--- config.mk ---
export PLATFORM = sky130hd
export DESIGN_NAME = serial_tx_piso
export DESIGN_NICKNAME = d
export VERILOG_FILES = /design/src/rtl/serial_pkg.sv /design/src/rtl/bit_timer.sv /design/src/rtl/serial_tx_piso.sv
export SDC_FILE = /design/constraint.sdc
export NUM_CORES = 1
export LEC_CHECK = 0
export ABC_CLOCK_PERIOD_IN_PS = 1800
export BUFFER_PORTS_ARGS = -buffer_cell sky130_fd_sc_hd__buf_4
export CORE_AREA = 4 4 41 43
export CTS_BUF_LIST = sky130_fd_sc_hd__clkbuf_4
export DETAILED_ROUTE_END_ITERATION = 16
export DIE_AREA = 0 0 45 47
export PLACE_DENSITY = 0.6
export RECOVER_POWER = 100
export SLEW_MARGIN = 5
export SYNTH_ARGS = -nofsm -noshare
export SYNTH_HDL_FRONTEND = slang
export SYNTH_SLANG_ARGS = --single-unit
--- constraint.sdc ---
create_clock -name clk_2 -period 1.8 [get_ports clk_2]
set_clock_uncertainty 0.2 [all_clocks]
set_input_delay 0.18 -clock clk_2 [delete_from_list [all_inputs] [get_ports clk_2]]
set_output_delay 0.18 -clock clk_2 [all_outputs]
set_load 0.02 [all_outputs]
--- src/rtl/serial_pkg.sv ---
// Shared line-level constants and transmitter state encoding for the serial shift-register link.
package serial_pkg;

    typedef enum logic [1:0] {
        IDLE  = 2'd0,
        START = 2'd1,
        DATA  = 2'd2,
        STOP  = 2'd3
    } tx_state_t;

    localparam logic LINE_IDLE   = 1'b1;
    localparam logic START_LEVEL = 1'b0;
    localparam logic STOP_LEVEL  = 1'b1;

endpackage

--- src/rtl/bit_timer.sv ---
// Bit-period timer: counts clk_2 cycles within one bit and flags the last cycle of each period.
module bit_timer #(
    parameter int BIT_CYCLES = 1
) (
    input  logic clk_2,
    input  logic reset,
    input  logic clear,
    output logic tick
);

    localparam int TW = $clog2(BIT_CYCLES + 1);
    localparam logic [TW-1:0] TICK_LAST = TW'(BIT_CYCLES - 1);
    localparam logic [TW-1:0] TICK_ONE  = TW'(1);

    logic [TW-1:0] tick_cnt_reg;
    logic [TW-1:0] tick_cnt_next;

    assign tick = (tick_cnt_reg == TICK_LAST);

    // Wraps at the terminal value so consecutive bits need no explicit restart.
    always_comb begin
        tick_cnt_next = tick_cnt_reg + TICK_ONE;
        if (clear || tick) begin
            tick_cnt_next = '0;
        end
    end

    always_ff @(posedge clk_2) begin
        if (!reset) begin
            tick_cnt_reg <= '0;
        end else begin
            tick_cnt_reg <= tick_cnt_next;
        end
    end

endmodule

--- src/rtl/serial_tx_piso.sv ---
// Framed PISO transmitter: accepts a word on valid/ready and sends start bit, data LSB first, stop bit(s).
module serial_tx_piso
    import serial_pkg::*;
#(
    parameter int NBITS      = 4,
    parameter int STOP_BITS  = 1,
    parameter int BIT_CYCLES = 1
) (
    input  logic             clk_2,
    input  logic             reset,
    input  logic [NBITS-1:0] data_in,
    input  logic             load_valid,
    output logic             load_ready,
    output logic             serial_out,
    output logic             busy,
    output logic             done
);

    localparam int BW = $clog2(NBITS + 1);
    localparam int SW = $clog2(STOP_BITS + 1);
    localparam logic [BW-1:0] BIT_LAST  = BW'(NBITS - 1);
    localparam logic [SW-1:0] STOP_LAST = SW'(STOP_BITS - 1);
    localparam logic [BW-1:0] BIT_ONE   = BW'(1);
    localparam logic [SW-1:0] STOP_ONE  = SW'(1);

    tx_state_t        state_reg, state_next;
    logic [NBITS-1:0] shift_reg, shift_next;
    logic [BW-1:0]    bit_cnt_reg, bit_cnt_next;
    logic [SW-1:0]    stop_cnt_reg, stop_cnt_next;
    logic             serial_out_reg, serial_out_next;
    logic             tick;
    logic             accept;

    bit_timer #(
        .BIT_CYCLES(BIT_CYCLES)
    ) u_bit_timer (
        .clk_2(clk_2),
        .reset(reset),
        .clear(state_reg == IDLE),
        .tick (tick)
    );

    assign load_ready = (state_reg == IDLE);
    assign busy       = (state_reg != IDLE);
    assign done       = (state_reg == STOP) && tick && (stop_cnt_reg == STOP_LAST);
    assign serial_out = serial_out_reg;
    assign accept     = load_valid && load_ready;

    always_comb begin
        state_next    = state_reg;
        shift_next    = shift_reg;
        bit_cnt_next  = bit_cnt_reg;
        stop_cnt_next = stop_cnt_reg;
        unique case (state_reg)
            IDLE: begin
                if (accept) begin
                    shift_next    = data_in;
                    bit_cnt_next  = '0;
                    stop_cnt_next = '0;
                    state_next    = START;
                end
            end
            START: begin
                if (tick) begin
                    state_next = DATA;
                end
            end
            DATA: begin
                if (tick) begin
                    shift_next = shift_reg >> 1;
                    if (bit_cnt_reg == BIT_LAST) begin
                        bit_cnt_next = '0;
                        state_next   = STOP;
                    end else begin
                        bit_cnt_next = bit_cnt_reg + BIT_ONE;
                    end
                end
            end
            STOP: begin
                if (tick) begin
                    if (stop_cnt_reg == STOP_LAST) begin
                        stop_cnt_next = '0;
                        state_next    = IDLE;
                    end else begin
                        stop_cnt_next = stop_cnt_reg + STOP_ONE;
                    end
                end
            end
            default: state_next = IDLE;
        endcase
    end

    // The line level is computed from the upcoming state so the register shows it in that state's first cycle.
    always_comb begin
        serial_out_next = LINE_IDLE;
        unique case (state_next)
            START:   serial_out_next = START_LEVEL;
            DATA:    serial_out_next = shift_next[0];
            STOP:    serial_out_next = STOP_LEVEL;
            default: serial_out_next = LINE_IDLE;
        endcase
    end

    always_ff @(posedge clk_2) begin
        if (!reset) begin
            state_reg      <= IDLE;
            shift_reg      <= '0;
            bit_cnt_reg    <= '0;
            stop_cnt_reg   <= '0;
            serial_out_reg <= LINE_IDLE;
        end else begin
            state_reg      <= state_next;
            shift_reg      <= shift_next;
            bit_cnt_reg    <= bit_cnt_next;
            stop_cnt_reg   <= stop_cnt_next;
            serial_out_reg <= serial_out_next;
        end
    end

endmodule
==> impl_metrics.env <==
export IMPL_required_ns=1.75
export IMPL_die_h_um=47
export IMPL_crit_arrival_ns=1.62
export IMPL_antenna_found_initial=0
export IMPL_num_antenna_cells=0
export IMPL_path_class="flip-flop to flip-flop"
export IMPL_cp_slowest_cell="dfxtp_1"
export IMPL_syn_area_per_cell_um2=8.940
export IMPL_clockBufferDepth=2
export IMPL_yosysTopAreaCell="dfxtp_1"
export IMPL_drc=0
export IMPL_yosys_warnings=0
export IMPL_powerDensity_mw_per_mm2=796.9
export IMPL_drt_wirelength_per_cell_um=12.77
export IMPL_numCtsBuffers=3
export IMPL_drt_total_wl_mm=1.213
export IMPL_port_buffer_count=10
export IMPL_cts_tree="built"
export IMPL_p_int_mw=0.4248
export IMPL_first_pass_iters=2
export IMPL_fin_ws_ns=0.1297
export IMPL_ys_dominant_reg_cell="dfxtp_1"
export IMPL_fmax_mhz=598.7
export IMPL_cp_end_kind="flip-flop"
export IMPL_rows=13
export IMPL_post_route_period_util_pct=92.80
export IMPL_synth_top_area_share_pct=39.73
export IMPL_start_kind="flip-flop"
export IMPL_hold_class="input pin to flip-flop"
export IMPL_power_leakage_nw=0.3087
export IMPL_synthCells=62
export IMPL_critical_path_cell_chain="ha_1, nor4bb_4, o31ai_2, ha_1, inv_1, o2111ai_1"
export IMPL_yosys_top_cells_area="dfxtp_1, a21oi_1, ha_1"
export IMPL_ant_nets=0
export IMPL_largest_reg_flops=4
export IMPL_synth_distinct_cells=29
export IMPL_dp_slack_ns=0.04556
export IMPL_grt_ovfl_total=0
export IMPL_cts_sinks=11
export IMPL_switching_power_mw=0.1685
export IMPL_ys_seq_area_share_pct=39.73
export IMPL_place_gp_congestion=0.7798
export IMPL_use_met1_pct=16.97
export IMPL_place_area_um2=656.9
export IMPL_pwr_share_comb_pct=21.3
export IMPL_grt_pass1_vias=478
export IMPL_seqPwrFrac_pct=46.9
export IMPL_finalSetupViolCount=0
export IMPL_period_minus_slack_ns=1.670
export IMPL_cts_root_buf="clkbuf_4"
export IMPL_ir_drop_v=0.0004536
export IMPL_grt_max_degree=13
export IMPL_vias=502
export IMPL_clk_pin_slew_ns=0.07
export IMPL_critPathBufInv=1
export IMPL_gr_usage_met3_pct=6.897
export IMPL_cpLargestDelayFamily="adder cells"
export IMPL_core_area_mm2=0.001301
export IMPL_grt_pass1_wl_mm=2.042
export IMPL_use_met2_pct=20.34
export IMPL_p_sw_share_pct=28.40
export IMPL_synthToLayoutAreaGrowth_pct=34.31
export IMPL_synth_fp_nets=71
export IMPL_clk_latency_ns=0.28
export IMPL_cts_htree_levels=1
export IMPL_dp_cells=87
export IMPL_worstPathMaxFanout=3
export IMPL_final_cell_area_um2=744.5
export IMPL_maxCapViolCount=0
export IMPL_via_per_inst=5.284
export IMPL_maxSlewViolCount=0
export IMPL_io_pins=11
export IMPL_synth_area_um2=554.3
export IMPL_start_util_pct=42.60
export IMPL_max_stage_delay_ns=0.32
export IMPL_layout_cells_non_filler=95
export IMPL_drive_above_1_share_pct=25.00
export IMPL_ys_ff_latch=11
export IMPL_grt_usage_pct=13.71
export IMPL_dieArea_mm2=0.002115
export IMPL_async_reset_ff_share_pct=0
export IMPL_nNetsFinal=90
export IMPL_cts_setup_buffers=0
export IMPL_clock_power_share_pct=31.8
export IMPL_report_final_hold_viol_count=0
export IMPL_status="complete, no violations"
export IMPL_crit_top_cell="ha_1"
export IMPL_drt_iter0_drc=6
export IMPL_die_x_um=45
export IMPL_synth_edf_count=0
export IMPL_place_hpwl_um=859
export IMPL_busiest_layer="met2"
==> final timing paths <==
path	startpoint	endpoint	slack, ns	depth (start not counted)
setup reg to reg	bit_cnt_reg[0]$_SDFFE_PN0P_	serial_out$_SDFF_PN1_	0.13	6
setup / recovery	bit_cnt_reg[0]$_SDFFE_PN0P_	serial_out$_SDFF_PN1_	0.13	6
hold reg to reg	shift_reg[2]$_SDFFE_PN0P_	shift_reg[2]$_SDFFE_PN0P_	0.27	2
hold / removal	data_in[0]	shift_reg[0]$_SDFF_PN0_	0.04	3
==> cells in the mapped netlist (all sizes together) (2+ instances only) <==
cell / count
nor2b: 2
nor3b: 4
a22oi: 2
and2: 3
dfxtp: 11
nand2b: 2
nor4bb: 2
or3b: 2
buf: 2
a21oi: 5
inv: 4
nor2: 3
nand3: 4
ha: 2
==> layer usage <==
layer  share of wire, %  routed length, µm
met1                 47                570
met2                 47                568
met3                5.2                 63
met4               0.82                 10
met5                  0                  0
==> power groups by stage <==
| stage | sequential, mW | clock, mW | combinational [mW] |
|---|---|---|---|
| 5_1_grt | 0.282 | 0.204 | 0.140 |
| 2_1_floorplan | 0.279 | 0 | 0.0752 |
| 3_3_place_gp | 0.283 | 0 | 0.120 |
| 3_5_place_dp | 0.282 | 0 | 0.120 |
| 6_report | 0.278 | 0.189 | 0.126 |
| 4_1_cts | 0.277 | 0.197 | 0.127 |
==> timing repair <==
action,4_1_cts,5_1_grt
setup endpoints to repair,0,1
endpoints found under the hold margin,6,0
gates resized for setup,0,4
hold buffers,4,0
==> kinds of logic (layout without fill, tap and decap cells) <==
group	Yosys count	after routing	synth area share [%]
adders and majority gates	2	2	4.514
DFF	11	11	39.73
AOI/OAI and AO/OA	15	15	18.28
buffers and inverters	7	25	5.191
xor gates and xnor gates	1	1	1.580
other	1	1	0.6766
and+or+nand+nor	25	25	30.02
==> worst reg2reg max path, delay by kind of cell, from the launching register on <==
family | cells | cell delay [ns]
adder cells (fa/ha/maj) | 2 | 0.49
AO/OA/AOI/OAI | 2 | 0.33
AND/OR/NAND/NOR | 1 | 0.16
flip-flops | 1 | 0.32
buffers and inverters | 1 | 0.05
==> cells in the final DEF, fill, tap and decap left out, drive strengths merged <==
| master | count |
|---|---|
| o21ai | 1 |
| a22oi | 2 |
| o31ai | 1 |
| ha | 2 |
| inv | 4 |
| or3b | 2 |
| clkbuf | 5 |
| nand2 | 1 |
| dlygate4sd3 | 4 |
| nor2b | 2 |
| buf | 12 |
| a311oi | 1 |
| o211ai | 1 |
| and2 | 3 |
| nor4bb | 2 |
| a31oi | 1 |
| conb | 1 |
| nand3 | 4 |
| nor3b | 4 |
| a21oi | 5 |
| and3b | 1 |
| a2111o | 1 |
| nor2 | 3 |
| o22ai | 1 |
| dfxtp | 11 |
| nand2b | 2 |
| xnor2 | 1 |
| o2111ai | 1 |
| and3 | 1 |
==> layout make-up <==
cell class                      count  area (µm²)
Fill cell                         128       556.8
Multi-Input combinational cell     44       325.3
Tap cell                           15       18.77
Timing Repair Buffer               17       133.9
Inverter                            4       15.01
Clock buffer                        4       30.03
Sequential cell                    11       221.5
==> through the flow <==
stage          hold slack, ns  power (mW)  util [%]  setup TNS (ns)
2_1_floorplan         0.06082      0.3543         -               0
3_3_place_gp           0.2009      0.4022     50.48               0
3_5_place_dp           0.2137      0.4017     50.48               0
4_1_cts               0.03464      0.6004     55.87               0
5_1_grt               0.06473      0.6261     57.21       -0.004411
6_report              0.04088      0.5932     57.21               0
Note: power is estimated with default switching activity, not from simulation.
